## src/rtl/reveal_cells.sv

```systemverilog
// reveal_cells: flood-fill reveal controller for the minesweeper boards.
// A click reveals one cell; a click on a zero-adjacency cell opens the whole
// connected zero region plus its border using an explicit work stack.
module reveal_cells #(
    parameter int boardWidth  = 8,
    parameter int boardHeight = 8
) (
    input  logic                                        clk,
    input  logic                                        reset,
    input  logic                                        start,
    input  logic                                        ack,
    input  logic [$clog2(boardWidth)-1:0]               clickX,
    input  logic [$clog2(boardHeight)-1:0]              clickY,
    output logic [$clog2(boardWidth)-1:0]               boardX,
    output logic [$clog2(boardHeight)-1:0]              boardY,
    input  logic                                        mineReadValue,
    input  logic [3:0]                                  adjReadValue,
    input  logic                                        revealedReadValue,
    output logic                                        revealEn,
    output logic                                        hitMine,
    output logic [$clog2(boardWidth*boardHeight+1)-1:0] revealedCount,
    output logic                                        init,
    output logic                                        check,
    output logic                                        pop,
    output logic                                        neigh,
    output logic                                        done
);

    localparam int XW    = $clog2(boardWidth);
    localparam int YW    = $clog2(boardHeight);
    localparam int CELLS = boardWidth * boardHeight;
    localparam int CW    = $clog2(CELLS + 1);
    localparam int SW    = $clog2(CELLS);

    localparam logic [XW-1:0] X_MAX = XW'(boardWidth - 1);
    localparam logic [YW-1:0] Y_MAX = YW'(boardHeight - 1);

    localparam logic [2:0] ST_INIT  = 3'd0;
    localparam logic [2:0] ST_CHECK = 3'd1;
    localparam logic [2:0] ST_POP   = 3'd2;
    localparam logic [2:0] ST_NEIGH = 3'd3;
    localparam logic [2:0] ST_DONE  = 3'd4;

    logic [2:0]    state;
    logic [XW-1:0] curX;
    logic [YW-1:0] curY;
    logic [2:0]    nIdx;
    logic [CW-1:0] sp;
    logic [CW-1:0] spDec;
    logic [SW-1:0] pushIdx;
    logic [SW-1:0] topIdx;

    // Work stack of zero cells still to be expanded; sized to a power of two
    // so the pointer slice always indexes a legal entry.
    logic [XW-1:0] stackX [2**SW];
    logic [YW-1:0] stackY [2**SW];

    logic          dxNeg, dxPos, dyNeg, dyPos;
    logic          inBounds;
    logic [XW-1:0] nbX;
    logic [YW-1:0] nbY;
    logic          pushEn;

    assign spDec   = sp - CW'(1);
    assign pushIdx = sp[SW-1:0];
    assign topIdx  = spDec[SW-1:0];

    // Decode neighbour index into a direction, scanning row above, same row, row below.
    always_comb begin
        dxNeg = 1'b0;
        dxPos = 1'b0;
        dyNeg = 1'b0;
        dyPos = 1'b0;
        case (nIdx)
            3'd0:    begin dxNeg = 1'b1; dyNeg = 1'b1; end
            3'd1:    dyNeg = 1'b1;
            3'd2:    begin dxPos = 1'b1; dyNeg = 1'b1; end
            3'd3:    dxNeg = 1'b1;
            3'd4:    dxPos = 1'b1;
            3'd5:    begin dxNeg = 1'b1; dyPos = 1'b1; end
            3'd6:    dyPos = 1'b1;
            default: begin dxPos = 1'b1; dyPos = 1'b1; end
        endcase
    end

    // Neighbour coordinates and edge check; no wrap-around at board edges.
    always_comb begin
        inBounds = !(dxNeg && (curX == '0)) && !(dxPos && (curX == X_MAX)) &&
                   !(dyNeg && (curY == '0)) && !(dyPos && (curY == Y_MAX));
        nbX = curX;
        nbY = curY;
        if (dxNeg) nbX = curX - XW'(1);
        if (dxPos) nbX = curX + XW'(1);
        if (dyNeg) nbY = curY - YW'(1);
        if (dyPos) nbY = curY + YW'(1);
    end

    // Board address, reveal strobe and push decision for the current cycle.
    always_comb begin
        boardX   = curX;
        boardY   = curY;
        revealEn = 1'b0;
        if (state == ST_CHECK) begin
            revealEn = !revealedReadValue;
        end else if (state == ST_NEIGH && inBounds) begin
            boardX   = nbX;
            boardY   = nbY;
            revealEn = !revealedReadValue;
        end
        pushEn = revealEn && !mineReadValue && (adjReadValue == 4'd0);
    end

    // Controller state, cursor, stack pointer and result registers.
    always_ff @(posedge clk or negedge reset) begin
        if (!reset) begin
            state         <= ST_INIT;
            curX          <= '0;
            curY          <= '0;
            nIdx          <= '0;
            sp            <= '0;
            revealedCount <= '0;
            hitMine       <= 1'b0;
        end else begin
            case (state)
                ST_INIT: begin
                    sp <= '0;
                    if (start) begin
                        curX          <= clickX;
                        curY          <= clickY;
                        revealedCount <= '0;
                        hitMine       <= 1'b0;
                        state         <= ST_CHECK;
                    end
                end
                ST_CHECK: begin
                    if (revealedReadValue) begin
                        state <= ST_DONE;
                    end else if (mineReadValue) begin
                        hitMine       <= 1'b1;
                        revealedCount <= revealedCount + CW'(1);
                        state         <= ST_DONE;
                    end else begin
                        revealedCount <= revealedCount + CW'(1);
                        if (pushEn) sp <= sp + CW'(1);
                        state <= ST_POP;
                    end
                end
                ST_POP: begin
                    if (sp == '0) begin
                        state <= ST_DONE;
                    end else begin
                        curX  <= stackX[topIdx];
                        curY  <= stackY[topIdx];
                        sp    <= spDec;
                        nIdx  <= '0;
                        state <= ST_NEIGH;
                    end
                end
                ST_NEIGH: begin
                    if (revealEn) revealedCount <= revealedCount + CW'(1);
                    if (pushEn) sp <= sp + CW'(1);
                    nIdx <= nIdx + 3'd1;
                    if (nIdx == 3'd7) state <= ST_POP;
                end
                ST_DONE: begin
                    if (ack) state <= ST_INIT;
                end
                default: state <= ST_INIT;
            endcase
        end
    end

    // Stack storage: a pushed cell is the one currently addressed on the board bus.
    always_ff @(posedge clk) begin
        if (pushEn) begin
            stackX[pushIdx] <= boardX;
            stackY[pushIdx] <= boardY;
        end
    end

    assign init  = (state == ST_INIT);
    assign check = (state == ST_CHECK);
    assign pop   = (state == ST_POP);
    assign neigh = (state == ST_NEIGH);
    assign done  = (state == ST_DONE);

endmodule

```

## config.mk

```make
export PLATFORM = sky130hd
export DESIGN_NAME = reveal_cells
export DESIGN_NICKNAME = d
export VERILOG_FILES = /design/src/rtl/reveal_cells.sv
export SDC_FILE = /design/constraint.sdc
export NUM_CORES = 1
export LEC_CHECK = 0
export ABC_AREA = 1
export ABC_CLOCK_PERIOD_IN_PS = 6260
export CORE_ASPECT_RATIO = 1.2
export CORE_MARGIN = 2
export CORE_UTILIZATION = 56
export DETAILED_ROUTE_END_ITERATION = 7
export HOLD_SLACK_MARGIN = 0.06
export PLACE_DENSITY = 0.72
export SLEW_MARGIN = 20
export SYNTH_ARGS = -nofsm -noshare
export SYNTH_HDL_FRONTEND = slang
export SYNTH_SLANG_ARGS = --single-unit
```

## constraint.sdc

```tcl
create_clock -name clk -period 6.26 [get_ports clk]
set_input_delay 1.565 -clock clk [delete_from_list [all_inputs] [get_ports clk]]
set_output_delay 1.565 -clock clk [all_outputs]
set_load 0.02 [all_outputs]
```

Word-level counts from Yosys, hierarchy flattened
Memory sizes are Yosys's and may differ from the RTL's. Cells that the tools add are included.

Register bits: 27. Memory bits (writable): 384. Input port bits: 16. Output and inout bits: 20. Memories: 2.

Memories: stackX (depth 64, bits a word 3, rd ports 1, clocked after memory_dff 0, write ports 1, RTL line 55) `logic [XW-1:0] stackX [2**SW];`; stackY (depth 64, bits a word 3, rd ports 1, clocked after memory_dff 0, write ports 1, RTL line 56) `logic [YW-1:0] stackY [2**SW];`.

Add/sub/neg operators: 8. Eq/ne operators: 21. Mux-type cells: 44. Reduce and logical (&&, ||, !) cells: 37.

Operators with widths (count): 3-bit two-way mux (19); 7-bit two-way mux (7); 7-bit one-hot mux with 4 select lines (1); 3-bit equality test, second input constant (7); 7-bit one-hot mux with 3 select lines (1); 3-bit one-hot mux with 2 select lines (3); 3-bit one-hot mux with 5 select lines (1); 7-bit by 1-bit adder with 7-bit output, second input constant (2); 3-bit by 2-bit equality test with 1-bit output, second input constant (4); 3-bit logical NOT (4); 2-bit != test, second input constant (6); 4-bit AND reduction (3); 1-bit two-way mux (11); 1-bit logical AND (10); 5-bit OR reduction (2); 3-bit by 1-bit adder with 3-bit output, second input constant (3); 7-bit logical NOT (1); 7-bit by 1-bit subtractor with 7-bit output, second input constant (1); 3-bit by 1-bit equality test with 1-bit output, second input constant (2); 1-bit logical NOT (6); 3-bit AND reduction (2); 2-bit nonzero test (3); 3-bit OR reduction (2); 3-bit by 1-bit subtractor with 3-bit output, second input constant (2); other kinds (6) (7).

Depth between registers and ports, before layout
Gate-level depths: netlist of the first run.

Word-level depth: 17. Mapped depth: 18.

Worst setup path after synthesis of the first run
Ideal clock, no wire load.

Path kind: reg2out. From: register nIdx[0]. To: output boardY[2]. Arrival time: 4.424 ns. Required time: 4.695 ns. Path slack: 0.271 ns. Stages on the path, launching flop included: 8. Buffers on the path: 0. Path through: dfrtp_1 -> ha_1 -> ha_1 -> a21oi_2 -> o21ai_0 -> nand3_1 -> nand3_2 -> o21ai_0.

Word-level cells in the longest chain between the ends: 11. Elaborated cells on any way between the ends: 31. Those cells by class: eq/ne (6); mux (8); reduce/logical (17).

RTL lines: start, declared (RTL line 47) `logic [2:0] nIdx;`; start signal, assigned (RTL line 162) `nIdx <= nIdx + 3'd1;`; 3-bit by 2-bit equality test with 1-bit output, or another cell as far along (RTL line 74) `case (nIdx)`; 5-bit OR reduction (no source line) / 3-bit OR reduction (equally long branches); 1-bit two-way mux (RTL line 74); 1-bit logical AND (RTL line 88) `inBounds = !(dxNeg && (curX == '0)) && !(dxPos && (curX == X_MAX)) &&`; 1-bit logical NOT (RTL line 88); 1-bit logical AND (2 in a row) (RTL line 88); 1-bit logical AND (RTL line 89) `!(dyNeg && (curY == '0)) && !(dyPos && (curY == Y_MAX));`; 1-bit logical AND (RTL line 105) `end else if (state == ST_NEIGH && inBounds) begin`; 3-bit two-way mux (*) (RTL line 105); 3-bit two-way mux (*) (RTL line 103) `if (state == ST_CHECK) begin`; end, declared (RTL line 15) `output logic [$clog2(boardHeight)-1:0] boardY,`.

Every way passes the cells marked *; elsewhere a longest branch is shown, timed or not.

Worst setup path after layout of the first run
From: register nIdx[0]. To: output boardY[1].

Same word-level chain as after synthesis.

==> results of run 1 <==
==> power breakdown <==
| part | internal (W) | switching, W |
|---|---|---|
| Sequential | 0.00358 | 0.000107 |
| Clock | 0.00141 | 0.00101 |
| Combinational | 0.00111 | 0.00321 |
==> final cells by class <==
cell class / instances / area, µm² / area share [%]
Tap cell: 401 / 501.7 / 2.526
Clock inverter: 19 / 186.4 / 0.9388
Multi-Input combinational cell: 1069 / 5064 / 25.50
Timing Repair Buffer: 51 / 470.5 / 2.369
Inverter: 75 / 284.0 / 1.430
Sequential cell: 411 / 12210 / 61.49
Clock buffer: 58 / 1142 / 5.752
==> tightest hold or removal path: cells and delay by family (launching register included) <==
family        cells  cell delay, ns
simple gates      2            0.10
flops             1            0.35
==> path summary, 6_finish.rpt <==
check                              from         to  slack (ns)  cells after the start
worst max-delay path            nIdx[0]  boardY[1]        0.86                      9
worst min-delay path              sp[6]      sp[6]        0.48                      2
worst max register to register    sp[0]    curX[1]        2.04                     13
worst min register to register    sp[6]      sp[6]        0.48                      2
max in group asynchronous         reset      sp[0]        4.50                      2
min in group asynchronous         reset    hitMine        1.43                      2
==> sequential cells by signal, summed over array words and instances (netlist names) <==
name and flops:
revealedCount 7, hitMine 1, stackY 192, nIdx 3, sp 7, curY 3, state 3, stackX 192
curX 3
==> stage by stage <==
step	power, W	setup WS, ns	cells
after floorplan	0.006463	0.2711	1642
after global placement	0.007894	1.522	2007
after detailed placement	0.007966	1.407	2007
after CTS	0.01038	0.8273	2084
after global routing	0.01092	0.6341	2084
final	0.01043	0.8560	2084
==> per-layer routing <==
| layer | vias up | track usage [%] | wire length, µm | part of all wire [%] |
|---|---|---|---|---|
| met4 | 0 | 9.610 | 1463 | 3.3 |
| met2 | 555 | 45.41 | 21710 | 49 |
| met1 | 5942 | 36.02 | 17300 | 39 |
| met5 | - | 0 | 0 | 0 |
| met3 | 78 | 4.021 | 3899 | 8.8 |
| li1 | 5715 | - | - | - |
==> logic make-up after synthesis <==
family	count (synthesis)
compound gates	236
xor+xnor	10
fa+ha+maj	18
buf+inv	162
flops	411
mux	1
simple gates	804
==> cells in the mapped netlist (all sizes together) <==
library cell / instances / area (µm²)
or2: 6 / 37.54
edfxtp: 384 / 11530
o22ai: 5 / 31.28
nand3b: 1 / 11.26
dfrtp: 27 / 675.7
o21ai: 190 / 950.9
ha: 18 / 225.2
xor2: 8 / 70.07
o211ai: 26 / 195.2
xnor2: 2 / 17.52
nor2: 384 / 1456
a31oi: 1 / 6.260
nand3: 180 / 910.9
inv: 75 / 281.5
nor3b: 1 / 7.510
o221ai: 1 / 8.760
o31ai: 1 / 7.510
a22oi: 1 / 7.510
mux2i: 1 / 10.01
nand4: 2 / 12.51
buf: 40 / 202.7
nor3: 11 / 55.05
nand2: 219 / 849.6
a21oi: 11 / 70.07
clkbuf: 47 / 177.7
==> flow_summary.toml, run 1 <==
[run_status]
status = "finished clean"

[critical_path]
worst_setup_path_start_kind = "flip-flop"
worstPathArrival_ns = 3.84
crit_family = "compound AO/OA/AOI/OAI gates"
required_ns = 4.70
max_stage_delay_ns = 0.63
cp_cell_sequence = "ha_1 > ha_1 > a21oi_2 > o21ai_0 > nand3_1 > nand3_2 > a21oi_1 > o22ai_4 > clkdlybuf4s50_1"
path_class = "reg -> out"
crit_path_end_kind = "output port"
cp_max_fo = 9
slowest_stage = "a21oi_1"
crit_buf_inv = 1
path_common_cell = "ha_1"

[synthesis]
yosysWarnings = 0
synth_compound_area_share_pct = 7.173
synth-seq-area-share_pct = 68.54
synth_cell_types = 37
ys_ff_latch = 411
synth_mux_area_share_pct = 0.05620
syn_avg_cell_area_um2 = 10.85
synthesis.nets = 1676
netlist_area_um2 = 17810
synth_top_family_by_area = "simple AND/OR/NAND/NOR gates"
synthAdderAreaFrac_pct = 1.265
synth_simple_gate_area_share_pct = 18.76
synthXorXnorAreaFrac_pct = 0.4918
syn_inst = 1642

[place]
place_area_um2 = 18530
portBuffers = 35
gp_congestion = 0.9443
dp_hpwl_um = 26310

[clock_tree]
clock_latency_ns = 0.55
cts_tree = "built"
htreeDepth = 2
clkSinkCount = 411
cts_resized = 0
cts_hold_buffers = 0
clockBufferDepth = 3
clkSlewWorstSetupHoldPaths_ns = 0.06
post_cts_buffers = 0
cts_buffers = 42
clockRootBuffer = "clkbuf_16"

[die]
core_area_um2 = 31360
core.rowCount = 71
die_h_um = 199.4
initial_utilization_pct = 56.79
ios = 36
fp.dieArea_um2 = 33250
die_x_um = 166.8

[sta]
setup_viol = 0
worstMarginPinSlew_ns = 1.016
slew-limit-headroom_pct = 32.29
fmax_ghz = 0.1850
hold_viol = 0
timing.hold.ws_ns = 0.4805
drv_slew = 0
rsz0062_at_grt = "no"
layout_worst_path_cycle_share_pct = 86.33
fin_tns_setup_ns = 0
fin_skew_ns = 0.01716
period_needed_ns = 5.404

[cells_and_area]
syn_to_final_growth_pct = 11.51
fin_util_pct = 63.33
drive_above_1_share_pct = 6.714
antennaDiodeCount = 0
layout_common_cells = "384 x edfxtp_1, 380 x nor2_1, 212 x nand2_1"
nets = 1684
fillers = 2394
final_area_um2 = 19860
final_common_cell = "edfxtp_1"

[grt]
grt_max_degree = 93
antenna_found_initial = 1
grt_pass1_vias = 11870
grt_pass1_wl_um = 67830
grt_overflow = 0
grt_util_all_layers_pct = 26.90

[power_and_ir_drop]
ir_drop_v = 0.0003933
p_leak_nw = 7.080
power_density_nw_per_um2 = 525.2

[drt]
drt_iter0_drc = 1591
vias = 12290
post_drt_wl_per_cell_um = 21.29
wl_um = 44380
drcViolationCount = 0
dr.pass1.iters = 6
detail-route-antenna-nets = 0
viasPerCell = 5.897

[hold_path]
hp-class = "reg -> reg"

[job]
drv_cap = 0
No activity file was read; power rests on OpenSTA's default activity.
==> run 2, diff against run 1 <==
- CORE_UTILIZATION: 56 -> 60
- PLACE_DENSITY: 0.72 -> 0.77
==> run 2 against run 1 <==
Effect of this change:
- wire length down 2.4%
- total power down 0.57%
- clock-buffer cell count down 15
- register-to-register slack about the same
- first-iteration DRC count up 5.6%
- core utilization up 4.0 points
- critical path type unchanged
- maximum frequency up 0.31%
- cell area down 0.23%
- non-clock buffer count up 3
- final cell count down 0.62%
- setup slack better by 0.017 ns
- hold slack better by 0.0024 ns
- critical endpoint is now boardX[0]
- largest cell class unchanged
==> flow_summary.toml, run 2 (synthesized netlist as in run 1, its figures left out) <==
[grt]
grt_util_all_layers_pct = 28.19
grt_pass1_wl_um = 66650
grt_max_degree = 124
antenna_found_initial = 0
grt_pass1_vias = 11990
grt_overflow = 0

[drt]
viasPerCell = 5.990
dr.pass1.iters = 6
vias = 12410
detail-route-antenna-nets = 0
drcViolationCount = 0
drt_iter0_drc = 1680
wl_um = 43320
post_drt_wl_per_cell_um = 20.92

[clock_tree]
cts_buffers = 39
clockRootBuffer = "clkbuf_16"
cts_hold_buffers = 0
cts_resized = 0
clkSlewWorstSetupHoldPaths_ns = 0.06
htreeDepth = 2
clkSinkCount = 411
cts_tree = "built"
clockBufferDepth = 3
clock_latency_ns = 0.55
post_cts_buffers = 0

[place]
portBuffers = 35
dp_slack_ns = 1.497
dp_hpwl_um = 25790
gp_congestion = 0.9266

[critical_path]
worstPathArrival_ns = 3.82
cp_max_fo = 9
crit_path_end_kind = "output port"
cp_cell_sequence = "ha_1 > ha_1 > a21oi_2 > o21ai_0 > nand3_1 > nand3_2 > inv_1 > o21ai_0 > xor2_4 > clkdlybuf4s50_1"
required_ns = 4.70
crit_family = "buffers and inverters"
max_stage_delay_ns = 0.67
path_class = "reg -> out"
crit_buf_inv = 2
worst_setup_path_start_kind = "flip-flop"
slowest_stage = "clkdlybuf4s50_1"

[cells_and_area]
final_common_cell = "edfxtp_1"
syn_to_final_growth_pct = 11.25
fillers = 2096
seq_area_um2 = 12210
nets = 1684
multi_input_area_um2 = 5064
layout_common_cells = "384 x edfxtp_1, 380 x nor2_1, 212 x nand2_1"
drive_above_1_share_pct = 6.960
antennaDiodeCount = 0
biggestRegsByFlops = "stackX (192), stackY (192)"
fin_util_pct = 67.30

[die]
initial_utilization_pct = 60.50
die_x_um = 161.3
ios = 36
die_h_um = 192.7
core.rowCount = 69
core_area_um2 = 29440
fp.dieArea_um2 = 31080

[sta]
fin_tns_setup_ns = 0
slew-limit-headroom_pct = 36.24
fmax_ghz = 0.1856
rsz0062_at_grt = "no"
setup_viol = 0
hold_viol = 0
fin_skew_ns = 0.01255
fin_ws_ns = 0.8729
drv_slew = 0
worstMarginPinSlew_ns = 0.9564
layout_worst_path_cycle_share_pct = 86.06
period_needed_ns = 5.387

[power_and_ir_drop]
p_total_w = 0.01037
p_leak_nw = 7.060
power_density_nw_per_um2 = 523.4
ir_drop_v = 0.0004461

[hold_path]
hp-class = "reg -> reg"

[run_status]
status = "finished clean"

[job]
drv_cap = 0
==> run 2: path summary, 6_finish.rpt <==
check | from | depth (start not counted) | slack [ns] | end
hold reg to reg | hitMine | 2 | 0.48 | hitMine
max in group asynchronous | reset | 2 | 4.55 | sp[0]
hold / removal | hitMine | 2 | 0.48 | hitMine
setup reg to reg | sp[0] | 11 | 2.03 | curY[0]
min in group asynchronous | reset | 2 | 1.41 | sp[0]
setup / recovery | nIdx[0] | 10 | 0.87 | boardX[0]
==> run 2: worst min-delay path: cells and delay by family (launching register included) <==
kind	cells	cell delay (ns)
simple gates	1	0.05
compound gates	1	0.06
flops	1	0.34
==> run 2: metrics by stage <==
step	hold slack [ns]	cells	cell area [µm²]
after floorplan	0.4419	1642	17810
after global routing	0.5158	2071	19810
after CTS	0.4885	2071	19800
final	0.4829	2071	19810
after global placement	0.4573	1999	18530
after detailed placement	0.4726	1999	18530
==> run 2: cell type report <==
class	instances	area share, %
clock buffers	43	5.002
clock inverters	29	1.408
inverters	75	1.434
multi-input cells	1069	25.56
flip-flops and latches	411	61.63
well taps	390	2.463
repair buffers	54	2.507
==> run 2: power breakdown <==
part           switching, W  internal (W)
combinational       0.00320       0.00113
clock               0.00103       0.00133
sequential         0.000112       0.00357
==> run 2: metal layers <==
metal  GRT usage [%]  up-vias  wire length (µm)
met5               0        -                 0
met4           13.98        0              2006
met3           4.771      122              3791
met2           47.11      652             21360
met1           36.10     5927             16170
li1                -     5704                 -
==> patch 1 (settings of run 2) <==
Make the reset (`reset`) synchronous in one clocked block.
--- a/src/rtl/reveal_cells.sv
+++ b/src/rtl/reveal_cells.sv
@@ -113,3 +113,3 @@
     // Controller state, cursor, stack pointer and result registers.
-    always_ff @(posedge clk or negedge reset) begin
+    always_ff @(posedge clk) begin
         if (!reset) begin
Behaviour: differs if reset is asserted again (counterexample within 4 cycles, from zero or initial values and one cycle with reset low); with reset held inactive, the same outputs for 4 cycles.
==> patch 1 against run 2 <==
  * Clock power is 6% higher
  * Core utilization rose by 0.64 points
  * Worst setup slack better by 190 ps
  * Synthesized area is 1.4% higher
  * Sequential cell count is the same
  * Power down 18%
  * Sequential power down 14%
  * Wire length up 1.6%
  * Cell area increased by 1.5%
  * Clock skew increased by 7.0 ps
  * Critical endpoint unchanged
  * Largest cell class unchanged
==> patch 1: results (changes against run 2) <==
- Placed insts: 2,095 (was 1,999)
- Synthesized area per cell: 10.4 µm² (was 10.8 µm²)
- Place WS: 1670 ps (was 1500 ps)
- Met3 WL: 3780 µm (was 3790 µm)
- CP Max Fanout: 8 (was 9)
- First-pass GRT wire length: 68,000 µm (was 66,600 µm)
- Netlist cell types: 42 (was 37)
- Peak VDD IR: 0.352 mV (was 0.446 mV)
- Critical Path AT: 3630 ps (was 3820 ps)
- DR WL/cell: 20.3 µm (was 20.9 µm)
- R2R depth: 12 (was 11)
- NumNets Final: 1,782 (was 1,684)
- Global placement routability congestion: 0.872 (was 0.927)
- Number of global-route vias before repair: 12.4k (was 12.0k)
- DRT iter0 DRCs: 1,505 (was 1,680)
- Wire length on met1: 16,900 µm (was 16,200 µm)
- Largest net degree at the start of global routing: 122 (was 124)
- Final HPWL DP: 25,700 µm (was 25,800 µm)
- Commonest cells in the netlist: 384 x edfxtp_1, 364 x nand2_1, 324 x nor2_1, 208 x nand3_1, 127 x o21ai_0 (was 384 x edfxtp_1, 380 x nor2_1, 212 x nand2_1, 190 x o21ai_0, 178 x nand3_1)
- Met2 WL: 21,800 µm (was 21,400 µm)
- GRT Util Overall: 28.1% (was 28.2%)
- Sequential area share after synthesis: 66.9% (was 68.5%)
- Drt total wl: 44,000 µm (was 43,300 µm)
- Layout cell share with drive strength beyond 1: 6.63% (was 6.96%)
- Synth area leaders: edfxtp_1 64%, nand2_1 7.6%, nor2_1 6.7% (was edfxtp_1 65%, nor2_1 8.0%, o21ai_0 5.3%)
- Routed vias/inst: 5.92 (was 5.99)
- Status: finished, final reports clean (unchanged)
- Ys async rst share: 0% (was 6.57%)
patch 1: cell types whose count changed in the layout (fill, tap and decap cells not counted), moves of 5 or more:
cell / change
a21oi_1: +14
buf_4: -8
clkinv_2: +5
dfrtp_1: -26
dfxtp_1: +26
inv_1: +34
nand2_1: +152
nand3_1: +30
nor2_1: -57
o211ai_1: -10
o21ai_0: -64
patch 1: metal layers:
layer / GRT usage [%] / vias up
li1: - / 5938
met1: 36.8 / 6144
met2: 47.6 / 662
met3: 4.47 / 103
met4: 10.7 / 0
met5: 0 / -
patch 1: worst paths after layout:
| path | from | end | slack (ps) |
|---|---|---|---|
| setup / recovery | nIdx[1] | boardX[0] | 1070 |
| hold / removal | hitMine | hitMine | 490 |
| setup reg to reg | sp[0] | curX[1] | 2350 |
| hold reg to reg | hitMine | hitMine | 490 |
patch 1: layout make-up:
type	count	area (µm²)
Fill cell	2096	9490
Multi-Input combinational cell	1134	5310
Timing Repair Buffer	48	468
Inverter	113	428
Sequential cell	411	12100
Clock buffer	46	1080
Clock inverter	27	279
Tap cell	390	488
patch 1: kinds of logic (layout without fill, tap and decap cells):
| logic type | after synthesis | after routing | synth area share (%) |
|---|---|---|---|
| xor+xnor | 8 | 8 | 0.430 |
| buf+inv | 199 | 234 | 4.46 |
| fa+ha+maj | 18 | 18 | 1.25 |
| compound gates | 177 | 177 | 5.36 |
| flops | 411 | 411 | 66.9 |
| simple gates | 931 | 931 | 21.6 |
patch 1: report_power, final:
group	leakage (nW)	switching [mW]	internal [mW]
Clock	0.666	1.04	1.45
Combinational	3.03	2.06	0.766
Sequential	3.74	0.0448	3.14
patch 1: stage by stage:
step	area [µm²]	util [%]
global route	20100	67.9
CTS	20100	67.8
floorplan	18100	-
global placement	18700	63.3
detailed placement	18700	63.3
finish	20100	67.9
==> patch 2 (settings of run 2) <==
Made on the original files. Set the parameter `boardWidth` to 16 (it was 8).
--- a/src/rtl/reveal_cells.sv
+++ b/src/rtl/reveal_cells.sv
@@ -4,3 +4,3 @@
 module reveal_cells #(
-    parameter int boardWidth  = 8,
+    parameter int boardWidth  = 16,
     parameter int boardHeight = 8
Interface: changed (resized boardX, clickX and revealedCount); port bits go from 36 to 39. The function was not compared with the original's and may differ.
==> patch 2 against run 2 <==
  * Worst setup slack better by 74 ps
  * Count of clock-buffer cells in the layout up 66
  * Sequential cell count up 515
  * Synthesized area up 120%
  * Sequential share of layout area up 2.6 points
  * Die area up 120%
  * Combinational power up 140%
  * Cell area up 120%
  * Wire length up 130%
  * Critical path depth up 1
  * Power up 130%
  * First-iteration DRC count up 110%
  * Non-clock buffer count up 16
  * Largest power group unchanged
==> patch 2: results (changes against run 2) <==
- GRT met2 Usage: 49.0% (was 47.1%)
- CP Max Fanout: 7 (was 9)
- Drt total wl: 101,000 µm (was 43,300 µm)
- Met3 Use GR: 5.32% (was 4.77%)
- Sequential area share after synthesis: 70.5% (was 68.5%)
- Psw: 10.2 mW (was 4.34 mW)
- H-tree Lvls: 3 (was 2)
- Setup Skew: 31.3 ps (was 12.6 ps)
- Area after DPL: 40,200 µm² (was 18,500 µm²)
- First-pass GRT wire length: 152,000 µm (was 66,600 µm)
- Wire length on met1: 37,400 µm (was 16,200 µm)
- Number of global-route vias before repair: 26.1k (was 12.0k)
- PortBufs: 38 (was 35)
- Netlist cell types: 42 (was 37)
- DR WL/cell: 23.0 µm (was 20.9 µm)
- DRT iter0 DRCs: 3,601 (was 1,680)
- WHS: 493 ps (was 483 ps)
- Comb. pwr: 10.2 mW (was 4.33 mW)
- Clk_lat worst skew: 650 ps (was 550 ps)
- Reg2reg end: curX[3] (was curY[0])
- Place WS: 1300 ps (was 1500 ps)
- Layout cell share with drive strength beyond 1: 6.24% (was 6.96%)
- Met3 WL: 10,400 µm (was 3790 µm)
- Met2 WL: 49,000 µm (was 21,400 µm)
- LEAKAGE: 15.6 nW (was 7.06 nW)
- Ys async rst share: 3.24% (was 6.57%)
- # diodes: 0 (unchanged)
- Die span in x: 237 µm (was 161 µm)
- Synthesized instance count: 3,543 (was 1,642)
- GRT met1 Usage: 39.5% (was 36.1%)
- Synth area leaders: edfxtp_1 69%, nand2_1 11%, nand3_1 8.9% (was edfxtp_1 65%, nor2_1 8.0%, o21ai_0 5.3%)
- Clock share of power: 22.4% (was 22.7%)
- Initial antenna violation count: 4 (was 0)
- EDFF count, synth: 896 (was 384)
- Status: finished, final reports clean (unchanged)
- Routed vias/inst: 6.11 (was 5.99)
- Global placement routability congestion: 0.943 (was 0.927)
- Peak VDD IR: 0.942 mV (was 0.446 mV)
- Clock group: 5.32 mW (was 2.35 mW)
- Critical Path AT: 3750 ps (was 3820 ps)
- Final HPWL DP: 58,800 µm (was 25,800 µm)
- GRT Util Overall: 30.0% (was 28.2%)
- R2r setup slk: 1480 ps (was 2030 ps)
- Commonest cells in the netlist: 1,100 x nand2_1, 896 x edfxtp_1, 694 x nand3_1, 286 x nor2_1, 119 x buf_2 (was 384 x edfxtp_1, 380 x nor2_1, 212 x nand2_1, 190 x o21ai_0, 178 x nand3_1)
- Worst slew pin tran: 1100 ps (was 956 ps)
- Largest registers: stackX (512), stackY (384) (was stackX (192), stackY (192))
- TritonCTS buffer count: 88 (was 39)
- Placed insts: 4,242 (was 1,999)
[patch 2: changes by cell type in the layout (fill, tap and decap cells not counted), moves of 9 or more]
cell,before,now
clkbuf_1,4,16
clkbuf_16,39,90
clkinv_1,7,17
clkinv_2,5,18
edfxtp_1,384,896
inv_1,71,104
inv_2,3,14
nand2_1,212,1096
nand3_1,178,694
nor2_1,380,286
o21ai_0,188,80
o21ai_1,0,9
[patch 2: logic make-up after synthesis]
group | count (synthesis) | synth area share, %
multiplexers | 1 | 0.0255
adder cells (fa/ha/maj) | 17 | 0.542
AO/OA/AOI/OAI | 138 | 1.98
flip-flops | 926 | 70.5
XOR/XNOR | 15 | 0.354
AND/OR/NAND/NOR | 2121 | 23.0
buffers and inverters | 325 | 3.58
[patch 2: layout make-up]
class	count	area (µm²)
Sequential cell	926	27700
Fill cell	4632	21500
Multi-Input combinational cell	2292	10300
Clock buffer	109	2350
Tap cell	832	1040
Timing Repair Buffer	70	699
Clock inverter	54	522
Inverter	122	475
